[src/rtl/falafel_req_arbiter.sv]
// Round-robin arbiter granting one queued alloc_entry_t request at a time to the allocator core.
// Optional per-queue grant counters are enabled by defining FALAFEL_ARB_STATS_EN.

package falafel_pkg;
  localparam int unsigned MSG_ID_W = 4;
  localparam int unsigned DATA_W   = 8;

  typedef struct packed {
    logic [MSG_ID_W-1:0] msg_id;
    logic [DATA_W-1:0]   payload;
  } alloc_entry_t;
endpackage

module falafel_req_arbiter
  import falafel_pkg::*;
#(
  parameter int unsigned NUM_REQ = 4,
  parameter int unsigned SRC_W   = (NUM_REQ > 1) ? $clog2(NUM_REQ) : 1
`ifdef FALAFEL_ARB_STATS_EN
  ,
  parameter int unsigned CNT_W   = 16
`endif
) (
  input  logic                             clk_i,
  input  logic                             rst_ni,
  input  logic         [NUM_REQ-1:0]       req_val_i,
  output logic         [NUM_REQ-1:0]       req_rdy_o,
  input  alloc_entry_t [NUM_REQ-1:0]       req_data_i,
  output logic                             out_val_o,
  input  logic                             out_rdy_i,
  output alloc_entry_t                     out_data_o,
  output logic         [SRC_W-1:0]         out_src_o,
  input  logic                             done_i,
  output logic                             busy_o
`ifdef FALAFEL_ARB_STATS_EN
  ,
  output logic         [NUM_REQ-1:0][CNT_W-1:0] grant_cnt_o
`endif
);

  typedef enum logic [1:0] {
    ST_IDLE  = 2'd0,
    ST_ISSUE = 2'd1,
    ST_WAIT  = 2'd2
  } state_e;

  state_e           state_q, state_d;
  logic             out_val_q, out_val_d;
  alloc_entry_t     out_data_q, out_data_d;
  logic [SRC_W-1:0] out_src_q, out_src_d;
  logic [SRC_W-1:0] rr_ptr_q, rr_ptr_d;
  logic             busy_q, busy_d;

  logic             found;
  logic [SRC_W-1:0] winner;
  alloc_entry_t     winner_data;
  logic             grant;

  // Rotating priority: prefer the lowest valid index at or above rr_ptr, else the lowest overall.
  always_comb begin
    logic             hi_found;
    logic [SRC_W-1:0] hi_idx;
    logic [SRC_W-1:0] lo_idx;
    hi_found = 1'b0;
    hi_idx   = '0;
    lo_idx   = '0;
    found    = 1'b0;
    for (int i = int'(NUM_REQ) - 1; i >= 0; i--) begin
      if (req_val_i[i]) begin
        found  = 1'b1;
        lo_idx = SRC_W'(i);
        if (SRC_W'(i) >= rr_ptr_q) begin
          hi_found = 1'b1;
          hi_idx   = SRC_W'(i);
        end
      end
    end
    winner = hi_found ? hi_idx : lo_idx;
  end

  always_comb begin
    winner_data = '0;
    for (int unsigned i = 0; i < NUM_REQ; i++) begin
      if (SRC_W'(i) == winner) begin
        winner_data = req_data_i[i];
      end
    end
  end

  always_comb begin
    state_d    = state_q;
    out_val_d  = out_val_q;
    out_data_d = out_data_q;
    out_src_d  = out_src_q;
    rr_ptr_d   = rr_ptr_q;
    grant      = 1'b0;
    req_rdy_o  = '0;

    case (state_q)
      ST_IDLE: begin
        if (found) begin
          grant      = 1'b1;
          out_val_d  = 1'b1;
          out_data_d = winner_data;
          out_src_d  = winner;
          rr_ptr_d   = (winner == SRC_W'(NUM_REQ - 1)) ? '0 : winner + SRC_W'(1);
          state_d    = ST_ISSUE;
          for (int unsigned i = 0; i < NUM_REQ; i++) begin
            req_rdy_o[i] = rst_ni && (SRC_W'(i) == winner);
          end
        end
      end
      ST_ISSUE: begin
        if (out_rdy_i) begin
          out_val_d = 1'b0;
          state_d   = ST_WAIT;
        end
      end
      ST_WAIT: begin
        out_val_d = 1'b0;
        if (done_i) begin
          state_d = ST_IDLE;
        end
      end
      default: begin
        out_val_d = 1'b0;
        state_d   = ST_IDLE;
      end
    endcase

    busy_d = (state_d != ST_IDLE);
  end

  always_ff @(posedge clk_i or negedge rst_ni) begin
    if (!rst_ni) begin
      state_q    <= ST_IDLE;
      out_val_q  <= 1'b0;
      out_data_q <= '0;
      out_src_q  <= '0;
      rr_ptr_q   <= '0;
      busy_q     <= 1'b0;
    end else begin
      state_q    <= state_d;
      out_val_q  <= out_val_d;
      out_data_q <= out_data_d;
      out_src_q  <= out_src_d;
      rr_ptr_q   <= rr_ptr_d;
      busy_q     <= busy_d;
    end
  end

  assign out_val_o  = out_val_q;
  assign out_data_o = out_data_q;
  assign out_src_o  = out_src_q;
  assign busy_o     = busy_q;

`ifdef FALAFEL_ARB_STATS_EN
  logic [NUM_REQ-1:0][CNT_W-1:0] cnt_q, cnt_d;

  // Saturating per-queue grant counters.
  always_comb begin
    cnt_d = cnt_q;
    for (int unsigned i = 0; i < NUM_REQ; i++) begin
      if (grant && (SRC_W'(i) == winner) && (cnt_q[i] != {CNT_W{1'b1}})) begin
        cnt_d[i] = cnt_q[i] + CNT_W'(1);
      end
    end
  end

  always_ff @(posedge clk_i or negedge rst_ni) begin
    if (!rst_ni) begin
      cnt_q <= '0;
    end else begin
      cnt_q <= cnt_d;
    end
  end

  assign grant_cnt_o = cnt_q;
`endif

endmodule

[config.mk]
export PLATFORM = sky130hd
export DESIGN_NAME = falafel_req_arbiter
export DESIGN_NICKNAME = d
export VERILOG_FILES = /design/src/rtl/falafel_req_arbiter.sv
export SDC_FILE = /design/constraint.sdc
export NUM_CORES = 1
export LEC_CHECK = 0
export CORE_MARGIN = 4
export CORE_UTILIZATION = 41
export CTS_CLUSTER_SIZE = 40
export DETAILED_ROUTE_END_ITERATION = 8
export GPL_ROUTABILITY_DRIVEN = 0
export PLACE_DENSITY = 0.82
export SYNTH_ARGS = -nofsm -noshare
export SYNTH_HDL_FRONTEND = slang
export SYNTH_SLANG_ARGS = --single-unit
[constraint.sdc]
create_clock -name clk_i -period 7.8 [get_ports clk_i]
set_input_delay 1.56 -clock clk_i [delete_from_list [all_inputs] [get_ports clk_i]]
set_output_delay 1.56 -clock clk_i [all_outputs]
set_load 0.02 [all_outputs]
# [Word-level counts from Yosys, hierarchy flattened]
# Cells that the tools add are included.
[op_classes] bitwise_logic=0 div=0 n_reduce_logical=9 eq_ne=8 n_mux=39 order_cmp=4 shift=0 addsub=1 n_mul=0
[op_table] cell="12-bit two-way mux" n=4
[op_table] cell="2-bit two-way mux" n=17
[op_table] cell="1-bit two-way mux" n=14
[op_table] cell="4-bit two-way mux" n=2
[op_table] cell="2-bit one-hot mux with 3 select lines" n=1
[op_table] cell="2-bit equality test (first input constant)" n=2
[op_table] cell="2-bit equality test (second input constant)" n=2
[op_table] cell="1-bit by 2-bit >= comparator with 1-bit output (first input constant)" n=2
[op_table] cell="2-bit >= comparator (first input constant)" n=2
[op_table] cell="1-bit logical AND" n=4
[op_table] cell="2-bit zero test" n=2
[op_table] cell="2-bit != test (second input constant)" n=2
[op_table] cell="2-bit AND reduction" n=2
[op_table] cell="2-bit by 1-bit adder with 2-bit output (second input constant)" n=1
[op_table] cell="1-bit by 2-bit equality test with 1-bit output (first input constant)" n=1
[op_table] cell="2-bit by 1-bit equality test with 1-bit output (second input constant)" n=1
[op_table] cell="1-bit one-hot mux with 2 select lines" n=1
[op_table] cell="2-bit nonzero test" n=1
[word_totals] input_bits=56 ram_bits=0 reg_bits=20 output_inout_bits=20 elab_cells=68 n_memories=0 latchBits=0 mem_bits_ro=0

# [Logic depth before layout (Yosys ltp)]
# Gate-level depths: netlist (run 1).
[depth] word_depth=15 mapped_depth=10

# [Worst setup path after synthesis (run 1)]
# OpenSTA, ideal clock, no wires.
[synth_timing] path_type="input to output" from="input req_val_i[3]" to="output req_rdy_o[3]" cell_stages=6 required_time_ns=6.240 arrival_ns=3.125 slack_ns=3.115 path_buffers=2 path_cell_list="mux2i_1 > a221oi_1 > ha_1 > clkbuf_1 > clkbuf_1 > and3_1"
[synth_via] elab_chain_cells=12
[synth_lines] element="from (decl)" line="26" text="input logic [NUM_REQ-1:0] req_val_i,"
[synth_lines] element="2-bit two-way mux or 1-bit two-way mux (tied branches)" line="69" text="if (req_val_i[i]) begin"
[synth_lines] element="2-bit two-way mux or 1-bit two-way mux (tied branches)" line="72" text="if (SRC_W'(i) >= rr_ptr_q) begin"
[synth_lines] element="2-bit two-way mux or 1-bit two-way mux (tied branches)" line="69"
[synth_lines] element="2-bit two-way mux or 1-bit two-way mux (tied branches)" line="72"
[synth_lines] element="2-bit two-way mux or 1-bit two-way mux (tied branches)" line="69"
[synth_lines] element="2-bit two-way mux or 1-bit two-way mux (tied branches)" line="72"
[synth_lines] element="2-bit two-way mux or 1-bit two-way mux (tied branches)" line="69"
[synth_lines] element="2-bit two-way mux (*)" line="78" text="winner = hi_found ? hi_idx : lo_idx;"
[synth_lines] element="named net winner[0]" line="55" text="logic [SRC_W-1:0] winner;"
[synth_lines] element="2-bit equality test (*)" line="109" text="req_rdy_o[i] = rst_ni && (SRC_W'(i) == winner);"
[synth_lines] element="1-bit logical AND (*)" line="109"
[synth_lines] element="4-bit two-way mux (*)" line="101" text="if (found) begin"
[synth_lines] element="4-bit two-way mux (*)" line="99" text="case (state_q)"
[synth_lines] element="to (decl)" line="27" text="output logic [NUM_REQ-1:0] req_rdy_o,"
# Mark *: on every way through the listed nets, which the timed path passes. The rest lies on a longest branch.

# [Worst setup path in the final report (run 1)]
# Ends and elaborated chain as after synthesis.

==> metrics.txt, run 1 <==
# TYPE chip_impl_metric gauge
chip_impl_metric{name="top_level_ports",unit=""} 76
chip_impl_metric{name="fp.coreArea",unit="um^2"} 3100
chip_impl_metric{name="synth-seq-area-share",unit="%"} 36.9
chip_impl_metric{name="drive_gt1_share",unit="%"} 3.57
chip_impl_metric{name="m1_wire_length",unit="um"} 1660
chip_impl_metric{name="buffer_ports.inserted",unit=""} 75
chip_impl_metric{name="clkSinkCount",unit=""} 20
chip_impl_metric{name="cts-root-to-sink-buffers",unit=""} 2
chip_impl_metric{name="via_count_of_the_first_global_routing_pass",unit=""} 1456
chip_impl_metric{name="setup-violations-final",unit=""} 0
chip_impl_metric{name="area_growth",unit="%"} 56.3
chip_impl_metric{name="skew",unit="ns"} 0.00266
chip_impl_metric{name="drt-pass1-iter-count",unit=""} 4
chip_impl_metric{name="netlist_area",unit="um^2"} 1360
chip_impl_metric{name="vias_after_detailed_routing",unit=""} 1445
chip_impl_metric{name="final_area",unit="um^2"} 2120
chip_impl_metric{name="timing.final.max_slew_violations",unit=""} 0
chip_impl_info{name="routed.top_layer",value="met4"} 1
chip_impl_metric{name="finalNonFillerCells",unit=""} 268
chip_impl_metric{name="worstPathArrival",unit="ns"} 4.48
chip_impl_metric{name="maxCapViolations",unit=""} 0
chip_impl_metric{name="netlist_instances",unit=""} 160
chip_impl_metric{name="crit_fanout",unit=""} 25
chip_impl_info{name="crit_type",value="input port to output pin"} 1
chip_impl_metric{name="fp.dieH",unit="um"} 65.5
chip_impl_metric{name="fin_setup_tns",unit="ns"} 0
chip_impl_info{name="rsz0062_at_grt",value="false"} 1
chip_impl_metric{name="hold_violations",unit=""} 0
chip_impl_metric{name="final_min_period_over_clock_period",unit="%"} 77.4
chip_impl_metric{name="detailed_router_s_first_iteration_violation_count",unit=""} 119
chip_impl_metric{name="largest_net_degree_at_the_start_of_global_routing",unit=""} 26
chip_impl_metric{name="finalPower",unit="uW"} 711
chip_impl_info{name="crit_path_start_kind",value="input port"} 1
chip_impl_metric{name="synth_register_bits",unit=""} 20
chip_impl_metric{name="pd_cells",unit="nW/um^2"} 336
chip_impl_info{name="commonest_non_fill_non_tap_cell_in_the_layout",value="sky130_fd_sc_hd__clkdlybuf4s50_1"} 1
chip_impl_info{name="cts_root_buffer",value="sky130_fd_sc_hd__clkbuf_4"} 1
chip_impl_metric{name="tightest_slew",unit="ns"} 1.03
chip_impl_metric{name="number_of_nets_still_failing_antenna_checks_after_routing",unit=""} 0
chip_impl_metric{name="met3RoutedLength",unit="um"} 179
chip_impl_metric{name="num-nets-final",unit=""} 286
chip_impl_metric{name="post-route-drc-count",unit=""} 0
chip_impl_metric{name="floorplan.initialDensity",unit="%"} 43.7
chip_impl_info{name="top_library_cells_by_usage_in_the_layout_fill_and_taps_aside",value="75 x sky130_fd_sc_hd__clkdlybuf4s50_1, 26 x sky130_fd_sc_hd__a21oi_1, 20 x sky130_fd_sc_hd__dfrtp_1"} 1
chip_impl_metric{name="row_count",unit=""} 20
chip_impl_metric{name="ctsResizeCount",unit=""} 0
chip_impl_metric{name="post_cts_hold_buffer_count",unit=""} 0
chip_impl_metric{name="dr_wl_met2",unit="um"} 2100
chip_impl_metric{name="vdd_ir_drop_max",unit="mV"} 0.133
chip_impl_metric{name="diodes",unit=""} 0
chip_impl_metric{name="globalRouteTotalUtil",unit="%"} 19.5
chip_impl_metric{name="placed_cells_incl_taps",unit=""} 265
chip_impl_metric{name="initial_antenna_violation_count",unit=""} 0
chip_impl_info{name="endpoint_kind",value="output pin"} 1
chip_impl_metric{name="clk_latency",unit="ns"} 0.28
chip_impl_metric{name="clock.fmax",unit="MHz"} 166
chip_impl_metric{name="hpwl",unit="um"} 3140
chip_impl_metric{name="detail_route.vias_per_cell",unit=""} 5.39
chip_impl_metric{name="syn_avg_cell_area",unit="um^2"} 8.47
chip_impl_metric{name="routed_wire_length_per_instance",unit="um"} 14.9
chip_impl_metric{name="crit_required",unit="ns"} 6.24
chip_impl_metric{name="post-cts-setup-buffers",unit=""} 0
chip_impl_metric{name="cts_clock_pin_slew_for_the_worst_setup_and_hold_paths",unit="ns"} 0.10
chip_impl_metric{name="yosys_warnings",unit=""} 0
chip_impl_metric{name="fp.dieW",unit="um"} 65.5
chip_impl_metric{name="total_leakage_power",unit="uW"} 0.000875
chip_impl_metric{name="grt_overflow",unit=""} 0
chip_impl_metric{name="routed_wirelength",unit="um"} 3990
chip_impl_metric{name="grt_pass1_wl",unit="um"} 6700
chip_impl_metric{name="max_slew_margin",unit="%"} 31.3
chip_impl_metric{name="tritoncts.num_buffers",unit=""} 3
chip_impl_info{name="min_path_type",value="flop to flop"} 1
chip_impl_metric{name="h-tree-depth",unit=""} 1
chip_impl_metric{name="period_minus_slack",unit="ns"} 6.04
chip_impl_metric{name="dieArea",unit="um^2"} 4290
chip_impl_info{name="tritoncts",value="built"} 1
chip_impl_metric{name="detailed_place.area",unit="um^2"} 2100
chip_impl_metric{name="synthDistinctLibCells",unit=""} 26
chip_impl_info{name="outcome",value="finished, final reports clean"} 1
chip_impl_metric{name="synth_nets",unit=""} 220
kinds of logic (layout without fill, tap and decap cells):
kind of cell    Yosys count  count (layout)  share of synthesized area [%]
compound gates           56              56                           27.5
buf+inv                  30              94                           9.51
flops                    20              20                           36.9
fa+ha+maj                 4               4                           3.69
simple gates             46              46                           18.9
mux                       4               4                           3.42
power by group:
part	switching (uW)	total, uW	internal, uW
Combinational	243	470	227
Clock	27.5	45.4	17.9
Sequential	36.4	195	159
Total	307	711	404
final timing paths:
kind / start / end / slack [ns] / cells past startpoint
max: req_val_i[3] / req_rdy_o[3] / 1.76 / 6
min: out_val_o$_DFFE_PN0P_ / out_val_o$_DFFE_PN0P_ / 0.52 / 2
max reg2reg: rr_ptr_q[1]$_DFFE_PN0P_ / out_data_o[9]$_DFFE_PN0P_ / 5.07 / 6
min reg2reg: out_val_o$_DFFE_PN0P_ / out_val_o$_DFFE_PN0P_ / 0.52 / 2
max in group asynchronous: rst_ni / out_data_o[2]$_DFFE_PN0P_ / 5.42 / 1
min in group asynchronous: rst_ni / out_data_o[4]$_DFFE_PN0P_ / 1.80 / 1
cell type report:
class	count	area [um^2]
multi-input combinational	110	726
clock buffer	3	22.5
tap	44	55.1
sequential	20	500
fill	266	985
timing repair buffer	76	758
inverter	15	56.3
per-layer routing:
metal	vias up	track usage [%]
met1	677	27.1
met2	51	32.9
met4	0	4.40
li1	713	-
met5	-	0
met3	4	1.54
cell usage after synthesis:
library cell	instances	area [um^2]
sky130_fd_sc_hd__nor2_1	4	15.0
sky130_fd_sc_hd__o221a_2	1	11.3
sky130_fd_sc_hd__nand3_1	2	10.0
sky130_fd_sc_hd__buf_6	2	22.5
sky130_fd_sc_hd__mux2i_1	2	20.0
sky130_fd_sc_hd__a21oi_1	26	130
sky130_fd_sc_hd__a41o_1	1	10.0
sky130_fd_sc_hd__ha_1	4	50.1
sky130_fd_sc_hd__nand2_1	17	63.8
sky130_fd_sc_hd__a221o_1	12	120
sky130_fd_sc_hd__mux2_4	1	15.0
sky130_fd_sc_hd__and2_4	1	8.76
sky130_fd_sc_hd__dfrtp_1	20	500
sky130_fd_sc_hd__nand3b_1	14	105
sky130_fd_sc_hd__clkbuf_1	12	45.0
sky130_fd_sc_hd__nand2b_1	1	6.26
sky130_fd_sc_hd__or4_1	1	7.51
sky130_fd_sc_hd__and3_1	5	31.3
sky130_fd_sc_hd__mux2_2	1	11.3
sky130_fd_sc_hd__a31oi_1	12	75.1
sky130_fd_sc_hd__a221oi_1	1	8.76
sky130_fd_sc_hd__o21ai_0	2	10.0
sky130_fd_sc_hd__a21boi_0	1	7.51
sky130_fd_sc_hd__buf_2	1	5.00
sky130_fd_sc_hd__inv_1	15	56.3
sky130_fd_sc_hd__nand4b_1	1	8.76
stage by stage:
stage	setup WS [ns]	utilization (%)	hold WS, ns
2_1_floorplan	3.11	-	0.495
3_3_place_gp	1.83	67.5	0.504
3_5_place_dp	1.74	67.5	0.495
4_1_cts	1.73	68.3	0.522
5_1_grt	1.46	68.3	0.569
6_report	1.76	68.3	0.521
critical path: stages:
cell	delay (ns)
sky130_fd_sc_hd__clkdlybuf4s50_1	0.54
sky130_fd_sc_hd__mux2i_1	0.10
sky130_fd_sc_hd__a221oi_1	0.60
sky130_fd_sc_hd__ha_1	0.81
sky130_fd_sc_hd__and3_1	0.26
sky130_fd_sc_hd__clkdlybuf4s50_1	0.61
flip-flops by register name, indices dropped and copies added (netlist names):
register	count
out_data_o	12
out_src_o	2
rr_ptr_q	2
state_q	2
busy_o	1
out_val_o	1
Power figures use the tool's default switching activity.
==> run 2, diff against run 1 <==
--- a/config.mk
+++ b/config.mk
@@ -6,11 +6,11 @@
 export NUM_CORES = 1
 export LEC_CHECK = 0
 export CORE_MARGIN = 4
-export CORE_UTILIZATION = 41
+export CORE_UTILIZATION = 35
 export CTS_CLUSTER_SIZE = 40
 export DETAILED_ROUTE_END_ITERATION = 8
 export GPL_ROUTABILITY_DRIVEN = 0
-export PLACE_DENSITY = 0.82
+export PLACE_DENSITY = 0.74
 export SYNTH_ARGS = -nofsm -noshare
 export SYNTH_HDL_FRONTEND = slang
 export SYNTH_SLANG_ARGS = --single-unit
==> constraint.sdc (replaced) <==
create_clock -name clk_i -period 5.3 [get_ports clk_i]
set_input_delay 1.06 -clock clk_i [delete_from_list [all_inputs] [get_ports clk_i]]
set_output_delay 1.06 -clock clk_i [all_outputs]
set_load 0.02 [all_outputs]
==> metrics.txt, run 2 (synthesized netlist as in run 1, its figures left out) <==
# TYPE chip_impl_metric gauge
chip_impl_info{name="outcome",value="finished, final reports clean"} 1
chip_impl_metric{name="fp.dieW",unit="um"} 70.2
chip_impl_metric{name="multi_input_comb_area",unit="um^2"} 726
chip_impl_metric{name="hold_violations",unit=""} 0
chip_impl_info{name="rsz0062_at_grt",value="false"} 1
chip_impl_metric{name="tightest_slew",unit="ns"} 0.525
chip_impl_metric{name="buffer_ports.inserted",unit=""} 75
chip_impl_metric{name="fp.coreArea",unit="um^2"} 3690
chip_impl_info{name="min_path_type",value="flop to flop"} 1
chip_impl_info{name="global_route.peak_usage_layer",value="met2"} 1
chip_impl_metric{name="vdd_ir_drop_max",unit="mV"} 0.199
chip_impl_metric{name="cts-root-to-sink-buffers",unit=""} 2
chip_impl_metric{name="floorplan.initialDensity",unit="%"} 36.7
chip_impl_metric{name="use_met3",unit="%"} 3.45
chip_impl_metric{name="final_min_period_over_clock_period",unit="%"} 84.9
chip_impl_metric{name="total_leakage_power",unit="uW"} 0.000908
chip_impl_metric{name="power_switching_share",unit="%"} 41.9
chip_impl_metric{name="via_count_of_the_first_global_routing_pass",unit=""} 1422
chip_impl_metric{name="clk_latency",unit="ns"} 0.25
chip_impl_metric{name="seq_power_share",unit="%"} 26.5
chip_impl_metric{name="h-tree-depth",unit=""} 1
chip_impl_metric{name="vias_after_detailed_routing",unit=""} 1450
chip_impl_metric{name="routed_wirelength",unit="um"} 3860
chip_impl_metric{name="hpwl",unit="um"} 3040
chip_impl_info{name="cpMaxStageDelayCell",value="sky130_fd_sc_hd__or4_1"} 1
chip_impl_metric{name="grtUsageMet2",unit="%"} 24.6
chip_impl_metric{name="reg_to_reg_slack_setup",unit="ns"} 3.05
chip_impl_metric{name="pwr-share-comb",unit="%"} 64.9
chip_impl_metric{name="timing.final.max_slew_violations",unit=""} 0
chip_impl_info{name="top_library_cells_by_usage_in_the_layout_fill_and_taps_aside",value="75 x sky130_fd_sc_hd__clkdlybuf4s50_1, 26 x sky130_fd_sc_hd__a21oi_1, 20 x sky130_fd_sc_hd__dfrtp_1"} 1
chip_impl_metric{name="row_count",unit=""} 22
chip_impl_metric{name="top_level_ports",unit=""} 76
chip_impl_info{name="endpoint_kind",value="output pin"} 1
chip_impl_metric{name="crit_fanout",unit=""} 20
chip_impl_metric{name="ctsResizeCount",unit=""} 0
chip_impl_metric{name="number_of_nets_still_failing_antenna_checks_after_routing",unit=""} 0
chip_impl_metric{name="post-route-drc-count",unit=""} 0
chip_impl_metric{name="finalNonFillerCells",unit=""} 277
chip_impl_metric{name="maxCapViolations",unit=""} 0
chip_impl_metric{name="period_minus_slack",unit="ns"} 4.50
chip_impl_metric{name="seq_area",unit="um^2"} 500
chip_impl_metric{name="crit_required",unit="ns"} 4.24
chip_impl_metric{name="globalRouteTotalUtil",unit="%"} 15.6
chip_impl_metric{name="drive_gt1_share",unit="%"} 5.68
chip_impl_metric{name="area_growth",unit="%"} 60.8
chip_impl_metric{name="p_int",unit="uW"} 633
chip_impl_metric{name="cts_clock_pin_slew_for_the_worst_setup_and_hold_paths",unit="ns"} 0.07
chip_impl_info{name="cts_root_buffer",value="sky130_fd_sc_hd__clkbuf_8"} 1
chip_impl_metric{name="largest_net_degree_at_the_start_of_global_routing",unit=""} 25
chip_impl_metric{name="num-nets-final",unit=""} 291
chip_impl_info{name="ordered_list_of_cells_on_the_worst_path",value="clkdlybuf4s50_1, or4_1, and2_4, and3_1, clkdlybuf4s50_1"} 1
chip_impl_metric{name="clockPowerShare",unit="%"} 8.6
chip_impl_metric{name="worstPathArrival",unit="ns"} 3.44
chip_impl_metric{name="initial_antenna_violation_count",unit=""} 0
chip_impl_metric{name="clkSinkCount",unit=""} 20
chip_impl_metric{name="fill_cells",unit=""} 340
chip_impl_metric{name="max_slew_margin",unit="%"} 65.0
chip_impl_info{name="crit_type",value="input port to output pin"} 1
chip_impl_metric{name="drt-pass1-iter-count",unit=""} 4
chip_impl_metric{name="dieArea",unit="um^2"} 4930
chip_impl_metric{name="power_switching",unit="uW"} 456
chip_impl_metric{name="global_route.usage.met1",unit="%"} 20.7
chip_impl_metric{name="placed_cells_incl_taps",unit=""} 274
chip_impl_info{name="tritoncts",value="built"} 1
chip_impl_metric{name="routed_wire_length_per_instance",unit="um"} 13.9
chip_impl_metric{name="detailed_router_s_first_iteration_violation_count",unit=""} 69
chip_impl_info{name="crit_path_start_kind",value="input port"} 1
chip_impl_metric{name="grt_pass1_wl",unit="um"} 6330
chip_impl_metric{name="post_cts_hold_buffer_count",unit=""} 0
chip_impl_metric{name="grt_overflow",unit=""} 0
chip_impl_info{name="commonest_non_fill_non_tap_cell_in_the_layout",value="sky130_fd_sc_hd__clkdlybuf4s50_1"} 1
chip_impl_metric{name="skew",unit="ns"} 0.00275
chip_impl_metric{name="clock.fmax",unit="MHz"} 222
chip_impl_metric{name="setup-violations-final",unit=""} 0
chip_impl_metric{name="diodes",unit=""} 0
chip_impl_metric{name="fp.dieH",unit="um"} 70.2
chip_impl_metric{name="post-cts-setup-buffers",unit=""} 0
chip_impl_metric{name="detail_route.vias_per_cell",unit=""} 5.23
chip_impl_metric{name="fin_setup_tns",unit="ns"} 0
chip_impl_info{name="timing.critical_path.mode_cell",value="sky130_fd_sc_hd__clkdlybuf4s50_1"} 1
chip_impl_metric{name="largest_register_ffs",unit=""} 12
chip_impl_metric{name="pd_cells",unit="nW/um^2"} 500
chip_impl_metric{name="cpPeakStageDelay",unit="ns"} 0.82
chip_impl_metric{name="tritoncts.num_buffers",unit=""} 3
==> run 2: cell count changes in the layout (fill, tap and decap cells not counted) <==
cell,delta
sky130_fd_sc_hd__clkbuf_4,-3
sky130_fd_sc_hd__buf_4,+5
sky130_fd_sc_hd__clkbuf_8,+3
==> run 2: per-stage QoR <==
stage	hold WS, ns	util (%)	worst slack, ns	power [uW]	cell area (um^2)
finish	0.514	59.1	0.803	1090	2180
global route	0.528	59.1	0.720	1170	2180
CTS	0.516	59.1	0.800	1100	2180
detailed placement	0.499	58.0	0.806	999	2140
global placement	0.505	58.0	0.837	992	2140
floorplan	0.495	-	1.61	740	1360
==> run 2: worst paths after layout <==
path / startpoint / end / cells past startpoint
hold / removal: out_val_o$_DFFE_PN0P_ / out_val_o$_DFFE_PN0P_ / 2
min in group asynchronous: rst_ni / out_data_o[7]$_DFFE_PN0P_ / 1
setup reg to reg: rr_ptr_q[1]$_DFFE_PN0P_ / out_data_o[8]$_DFFE_PN0P_ / 8
setup / recovery: req_val_i[0] / req_rdy_o[2] / 5
hold reg to reg: out_val_o$_DFFE_PN0P_ / out_val_o$_DFFE_PN0P_ / 2
max in group asynchronous: rst_ni / out_data_o[3]$_DFFE_PN0P_ / 2
==> run 2: layout make-up <==
cell class | instances | share of cell area (%)
clock buffer | 3 | 1.89
inverter | 15 | 2.58
multi-input combinational | 110 | 33.3
sequential | 20 | 23.0
tap | 48 | 2.76
timing repair buffer | 81 | 36.5
==> run 2: layer usage <==
metal / wire, um / part of all wire [%] / vias to the layer above
met4: 49 / 1.3 / 0
met3: 314 / 8.1 / 4
met1: 1710 / 44 / 662
met2: 1780 / 46 / 63
met5: 0 / 0 / -
li1: - / - / 721
==> run 2: power by group through the flow <==
stage,sequential [uW],clock [uW],combinational [uW]
2_1_floorplan,354,0,386
3_3_place_gp,290,0,701
3_5_place_dp,291,0,708
4_1_cts,289,96.1,711
5_1_grt,298,104,769
6_report,288,93.8,707
==> run 2: worst max-delay path: cells and delay by family <==
kind                   cells  cell delay [ns]
and+or+nand+nor            3             1.38
buffers and inverters      2             0.98
